--- src/rtl/i_type_decode_ctrl.sv ---
// i_type_decode_ctrl: decode-stage controller for I-type instructions
// (OP-IMM, LOAD, JALR) with a small FIFO between fetch and rename.
//
// Ports:
//   clk, rst        rising-edge clock, synchronous active-high reset
//   flush           drop all buffered entries, block input this cycle
//   in_valid/ready  fetch handshake (in_ready = !full && !flush)
//   in_instr, in_pc raw instruction word and its PC
//   out_valid/ready rename handshake on the registered FIFO head
//   out_*           decoded fields of the head entry (zero when empty)
//   itype_count     legal I-type instructions handed to rename
module i_type_decode_ctrl #(
  parameter int DEPTH = 2,
  parameter int CNT_W = 32
) (
  input  logic             clk,
  input  logic             rst,
  input  logic             flush,
  input  logic             in_valid,
  output logic             in_ready,
  input  logic [31:0]      in_instr,
  input  logic [31:0]      in_pc,
  output logic             out_valid,
  input  logic             out_ready,
  output logic [31:0]      out_pc,
  output logic [6:0]       out_opcode,
  output logic [4:0]       out_rd,
  output logic [2:0]       out_func3,
  output logic [4:0]       out_rs1,
  output logic [31:0]      out_imm,
  output logic             out_is_itype,
  output logic             out_illegal,
  output logic [CNT_W-1:0] itype_count
);

  localparam int AW = (DEPTH > 1) ? $clog2(DEPTH) : 1;
  localparam int CW = AW + 1;

  localparam logic [6:0] OP_IMM  = 7'b0010011;
  localparam logic [6:0] OP_LOAD = 7'b0000011;
  localparam logic [6:0] OP_JALR = 7'b1100111;

  typedef struct packed {
    logic [31:0] pc;
    logic [6:0]  opcode;
    logic [4:0]  rd;
    logic [2:0]  func3;
    logic [4:0]  rs1;
    logic [31:0] imm;
    logic        is_itype;
    logic        illegal;
  } dec_t;

  dec_t          mem [DEPTH];
  dec_t          wdec;
  dec_t          head;
  logic [AW-1:0] wr_ptr;
  logic [AW-1:0] rd_ptr;
  logic [CW-1:0] count;
  logic          full;
  logic          empty;
  logic          push;
  logic          pop;
  logic          legal_pop;

  logic          is_imm;
  logic          is_load;
  logic          is_jalr;
  logic [2:0]    f3;
  logic [6:0]    f7;

  // Decode at write time so the FIFO head is a plain register read.
  assign is_imm  = (in_instr[6:0] == OP_IMM);
  assign is_load = (in_instr[6:0] == OP_LOAD);
  assign is_jalr = (in_instr[6:0] == OP_JALR);
  assign f3      = in_instr[14:12];
  assign f7      = in_instr[31:25];

  always_comb begin
    wdec          = '0;
    wdec.pc       = in_pc;
    wdec.opcode   = in_instr[6:0];
    wdec.rd       = in_instr[11:7];
    wdec.func3    = f3;
    wdec.rs1      = in_instr[19:15];
    wdec.imm      = {{20{in_instr[31]}},
                     in_instr[31:20]};
    wdec.is_itype = is_imm | is_load | is_jalr;
    unique case (1'b1)
      is_jalr:
        wdec.illegal = (f3 != 3'b000);
      is_load:
        wdec.illegal = (f3 == 3'b011) ||
                       (f3 == 3'b110) ||
                       (f3 == 3'b111);
      is_imm && (f3 == 3'b001):
        wdec.illegal = (f7 != 7'b0000000);
      is_imm && (f3 == 3'b101):
        wdec.illegal = (f7 != 7'b0000000) &&
                       (f7 != 7'b0100000);
      default:
        wdec.illegal = 1'b0;
    endcase
  end

  assign full      = (count == CW'(DEPTH));
  assign empty     = (count == '0);
  assign in_ready  = !full && !flush;
  assign out_valid = !empty;
  assign push      = in_valid && in_ready;
  // A flush discards the head, so its pop never counts.
  assign pop       = out_valid && out_ready && !flush;
  assign head      = mem[rd_ptr];
  assign legal_pop = pop && head.is_itype &&
                     !head.illegal;

  always_ff @(posedge clk) begin
    if (push) begin
      mem[wr_ptr] <= wdec;
    end
  end

  always_ff @(posedge clk) begin
    if (rst || flush) begin
      wr_ptr <= '0;
      rd_ptr <= '0;
      count  <= '0;
    end else begin
      if (push) begin
        wr_ptr <= wr_ptr + 1'b1;
      end
      if (pop) begin
        rd_ptr <= rd_ptr + 1'b1;
      end
      unique case ({push, pop})
        2'b10:   count <= count + 1'b1;
        2'b01:   count <= count - 1'b1;
        default: count <= count;
      endcase
    end
  end

  always_ff @(posedge clk) begin
    if (rst) begin
      itype_count <= '0;
    end else if (legal_pop) begin
      itype_count <= itype_count + 1'b1;
    end
  end

  assign out_pc       = out_valid ? head.pc     : '0;
  assign out_opcode   = out_valid ? head.opcode : '0;
  assign out_rd       = out_valid ? head.rd     : '0;
  assign out_func3    = out_valid ? head.func3  : '0;
  assign out_rs1      = out_valid ? head.rs1    : '0;
  assign out_imm      = out_valid ? head.imm    : '0;
  assign out_is_itype = out_valid && head.is_itype;
  assign out_illegal  = out_valid && head.illegal;

endmodule

--- config.mk ---
export PLATFORM = sky130hd
export DESIGN_NAME = i_type_decode_ctrl
export DESIGN_NICKNAME = d
export VERILOG_FILES = /design/src/rtl/i_type_decode_ctrl.sv
export SDC_FILE = /design/constraint.sdc
export NUM_CORES = 1
export LEC_CHECK = 0
export ABC_CLOCK_PERIOD_IN_PS = 4000
export BUFFER_PORTS_ARGS = -buffer_cell sky130_fd_sc_hd__buf_2
export CORE_MARGIN = 4
export CORE_UTILIZATION = 30
export DETAILED_ROUTE_END_ITERATION = 16
export HOLD_SLACK_MARGIN = 0.05
export SETUP_SLACK_MARGIN = 0.1
export SYNTH_ARGS = -nofsm -noshare
export SYNTH_HDL_FRONTEND = slang
export SYNTH_SLANG_ARGS = --single-unit
export TNS_END_PERCENT = 50
--- constraint.sdc ---
create_clock -name clk -period 4 [get_ports clk]
set_input_delay 0.6 -clock clk [delete_from_list [all_inputs] [get_ports clk]]
set_output_delay 0.6 -clock clk [all_outputs]
set_load 0.02 [all_outputs]
# Word level (Yosys, flattened, before mapping)
# Memories as Yosys holds them, arrays and structs flattened. A register that Yosys moved wholly into a read port is not among the register bits.
# Cells that the tools add are included.
dict set report word_totals {
  input_bits 69
  ram_bits 172
  regBits 36
  out_inout_bits 120
  memories 1
}
dict set report op_classes {
  n_reduce_logical 22
  bitwise 2
  eq_ne 12
  n_mux 12
  add_sub_neg 5
}
# memory depth word_bits rd rd_clocked_by_memory_dff wr line_no
set mem_list {}
lappend mem_list {mem 2 86 1 1 1 54} ;# dec_t mem [DEPTH];
# cell n
set ops {}
lappend ops {{$mux W32} 2}
lappend ops {{$add A32 B1 Y32 const B} 1}
lappend ops {{$logic_and A1 B1 Y1} 11}
lappend ops {{$mux W5} 2}
lappend ops {{$eq A3 B3 Y1 const B} 3}
lappend ops {{$eq A7 B2 Y1 const B} 1}
lappend ops {{$eq A7 B5 Y1 const B} 1}
lappend ops {{$eq A7 B7 Y1 const B} 1}
lappend ops {{$mux W7} 1}
lappend ops {{$ne A7 B6 Y1 const B} 1}
lappend ops {{$reduce_bool A7 Y1} 1}
lappend ops {{$eq A2 B2 Y1 const B} 2}
lappend ops {{$logic_not A1 Y1} 4}
lappend ops {{$mux W1} 4}
lappend ops {{$pmux W1 S4} 1}
lappend ops {{$pmux W2 S2} 1}
lappend ops {{$eq A3 B1 Y1 const B} 1}
lappend ops {{$eq A3 B2 Y1 const B} 1}
lappend ops {{$logic_or A1 B1 Y1} 3}
lappend ops {{$mux W3} 1}
lappend ops {{$reduce_bool A3 Y1} 1}
lappend ops {{$add A1 B1 Y1 const B} 2}
lappend ops {{$add A2 B1 Y2 const B} 1}
lappend ops {{$eq A2 B1 Y1 const B} 1}
lappend ops {{4 further kinds} 5}

# Logic depth before layout (Yosys ltp)
dict set report logic_depth {
  depth_word 6
  depth_mapped 8
  mapped_depth_nobuf 8
}

# Least setup slack after synthesis
# No wires, ideal clock.
dict set report synth_timing {
  path_kind {input port to flip-flop}
  from {in flush}
  to {mem mem[0][0] (netlist name), enable pin}
  setup_slack_ps -716
  path_stages 4
  required_ps 3509
  path_buffers 1
  t_arrival_ps 4225
  setup_ps 491
  cell_sequence {clkbuf_1 -> a21oi_1 -> nand2_1 -> nor2_1}
}
dict set report synth_via {
  elab_chain_cells 5
}
# element line_no
set synth_lines {}
lappend synth_lines {{start, declared} 18} ;# input logic flush,
lappend synth_lines {{$logic_not A1 Y1} 108} ;# assign in_ready = !full && !flush;
lappend synth_lines {{$logic_and A1 B1 Y1} 108}
lappend synth_lines {{net in_ready} 20} ;# output logic in_ready,
lappend synth_lines {{$logic_and A1 B1 Y1} 110} ;# assign push = in_valid && in_ready;
lappend synth_lines {{$mux W1} 118} ;# if (push) begin
lappend synth_lines {{$mux W1 (implied by the code)} 119} ;# mem[wr_ptr] <= wdec;
lappend synth_lines {{end, declared} 54}
# The timed path passes the listed nets, and every way through them passes these cells.

==> metrics.txt <==
crit path time final=2.93 ns; Post-Synth XOR/XNOR Area=0.0389; Core ar.=22800 um2; count leader, synth=edfxtp_1; fmax=341 MHz; Worst Hold End=mem[1][60]$_DFFE_PP_; Post-Syn Area=6990 um2; CP Data Arrival Time=2.33 ns; WP data required=3.40 ns; grt peak-use layer=met2; site row count=55; max-slew violation count=0; Hold Violations, Final=0; Hold Crit Class=in -> reg; gr ovfl total=0; ANT nets after route=0; # IOs=189; met3 Usage GRT=0.0390; R2R Setup Slk=1.51 ns; Ys Warns=0; PostCTS Resize Cnt=0; Hold WS=0.366 ns; Die W=161 um; routability congestion estimate from global placement=0.772; Starting Density=0.307; M2 GR Usage=0.195; kind of critical path=reg -> out; final setup violation count=0; H-tree levels=4; Final Routed Wirelength=15.2 mm; Lkg Pwr=0.00321 uW; Worst path top cell family by delay=buffers and inverters; routed length per instance=14.9 um; Fillers=2227; layout cells sized above 1=0.340; Main synth FF type=edfxtp_1; Critical Path Fanout Max=41; post-CTS setup buffer count=0; Pwr per Cell Area=418 nW/um2; pre-CTS setup slack=1.45 ns; met1 usage in global routing=0.143; CTS root buf=clkbuf_16; CTS tree=built; DR iter-0 viols=253; antenna cells=0; CP endpoint kind=output pin; EDFF count, synth=132; clk slew on worst S/H paths=0.07 ns; CTS Sinks=169; Rel. slew slack=0.328; largest net degree at the start of global routing=67; worst reg2reg path depth=4; first-pass GRT wire length=23.8 mm; final instance area=8660 um2; top post-synthesis cells by count=edfxtp_1, nor2_1, mux2i_1, dfxtp_1, xnor2_1; port bufs=188; Sum Neg Setup Slack=0 ns; Slowest-stage cell, CP=buf_4; multiplexer share of the synthesized area=0.0962; vias in the first global route=4511; Synth top area share=0.567; CTS Hold Buffers Added=0; main combinational cell family by area after synthesis=simple AND/OR/NAND/NOR gates; flops & latches, synth=169; Syn Area/Cell=13.3 um2; Final nets=761; Synth Area in Compound Gates=0.0220; Net Count, Synth=595; Worst Clk Skew=0.00760 ns; Die Y-Extent=161 um; Max Cap Viol=0; part of the cycle the worst path needs=0.733; Worst IR Drop VDD=0.000248 V; r2r endpoint=itype_count[28]$_SDFFE_PP0P_; Worst Path Buf+Inv=2; Syn Inst Count=524; Max Root-Sink Buffers=2; CTS Buf Count=17; Total Routing Usage GR=0.117; later-pin clock latency in the skew report=0.42 ns; HPWL after detailed placement=9.96 mm; CP Cell Sequence=buf_4, mux2i_1, nor2_1, buf_2; CP startpoint kind=flop; status=complete, no violations; via count=4468; Hold Startpoint=in_pc[6]; dominant cell type by area after synthesis=edfxtp_1; drt via density=4.40; async set-reset flop share out of synthesis=0; drt drc=0; Synth Area in Adders=0.00358; DR pass1 iterations=4; simple logic cell fraction of the synthesized area=0.126; Worst path max stage delay=0.66 ns; Synth area leaders=edfxtp_1, dfxtp_1, mux2i_1, nor2_1, xnor2_1; initial antenna violation count=2; full die area=25800 um2; area grow syn2layout=23.9%; worst slew pin tran=1.01 ns; RSZ-0062 raised after global routing=false; post-route setup slack=1.07 ns; sequential-to-total area share from yosys stat=0.673; Distinct cells, synth=43; hold depth=1; DP Area=8130 um2
through the flow:
| stage | power, uW | instances | utilization |
|---|---|---|---|
| after CTS | 3690 | 1016 | 0.380 |
| final | 3620 | 1016 | 0.380 |
| after detailed placement | 2190 | 984 | 0.357 |
| after global placement | 2180 | 984 | 0.357 |
| after floorplan | 2100 | 524 | - |
| after global routing | 3790 | 1016 | 0.380 |
report_power, final:
part	internal, uW	total (uW)	switching [uW]
Sequential	1930	1950	11.3
Clock	797	1480	682
Combinational	68.2	198	130
Total	2800	3620	823
area by class of cell:
cell class / instances / area [um2] / share of cell area
Multi-Input combinational cell: 301 / 2020 / 0.233
Inverter: 8 / 30.0 / 0.00347
Sequential cell: 169 / 4710 / 0.544
Tap cell: 313 / 392 / 0.0452
Timing Repair Buffer: 193 / 978 / 0.113
Clock buffer: 18 / 429 / 0.0496
Clock inverter: 14 / 103 / 0.0118
flip-flops by register name, indices dropped and copies added (netlist names), named ones only:
name         cells
count            2
itype_count     32
mem            132
rd_ptr           1
wr_ptr           1
cells in the final DEF, fill, tap and decap left out, types with 4 or more instances in the layout:
cell	instances
buf_2	188
edfxtp_1	132
nor2_1	96
mux2i_1	66
dfxtp_1	36
xnor2_1	21
nand2_1	17
clkbuf_16	17
xor2_1	10
nand3_1	9
nor3_1	8
inv_1	8
nand4_1	7
a21oi_1	6
and3_1	6
nor4_1	6
or3_1	5
o21ai_0	5
nor3_2	5
clkinv_2	5
buf_4	5
clkinv_4	4
kinds of logic (layout without fill, tap and decap cells):
logic type | after synthesis | in the layout
simple gates | 180 | 180
flops | 169 | 169
mux | 67 | 67
buf+inv | 54 | 233
xor+xnor | 31 | 31
compound gates | 21 | 21
fa+ha+maj | 2 | 2
routing by layer:
metal | share of wire | routed length [um] | vias up
li1 | - | - | 2198
met1 | 0.44 | 6620 | 2109
met2 | 0.48 | 7220 | 140
met3 | 0.070 | 1070 | 17
met4 | 0.016 | 238 | 4
met5 | 0.00092 | 14 | -
worst max-delay path by stage:
stage	from	endpoint	slack (ns)	cells after the start
after floorplan	flush	mem[0][0]$_DFFE_PP_	0.38	4
after global placement	flop	out_pc[7]	1.47	4
after detailed placement	flop	out_pc[31]	1.45	4
after CTS	flop	out_pc[31]	0.98	4
after global routing	flop	out_pc[2]	0.90	4
final	flop	out_pc[2]	1.07	4
(Power assumes the default switching activity.)
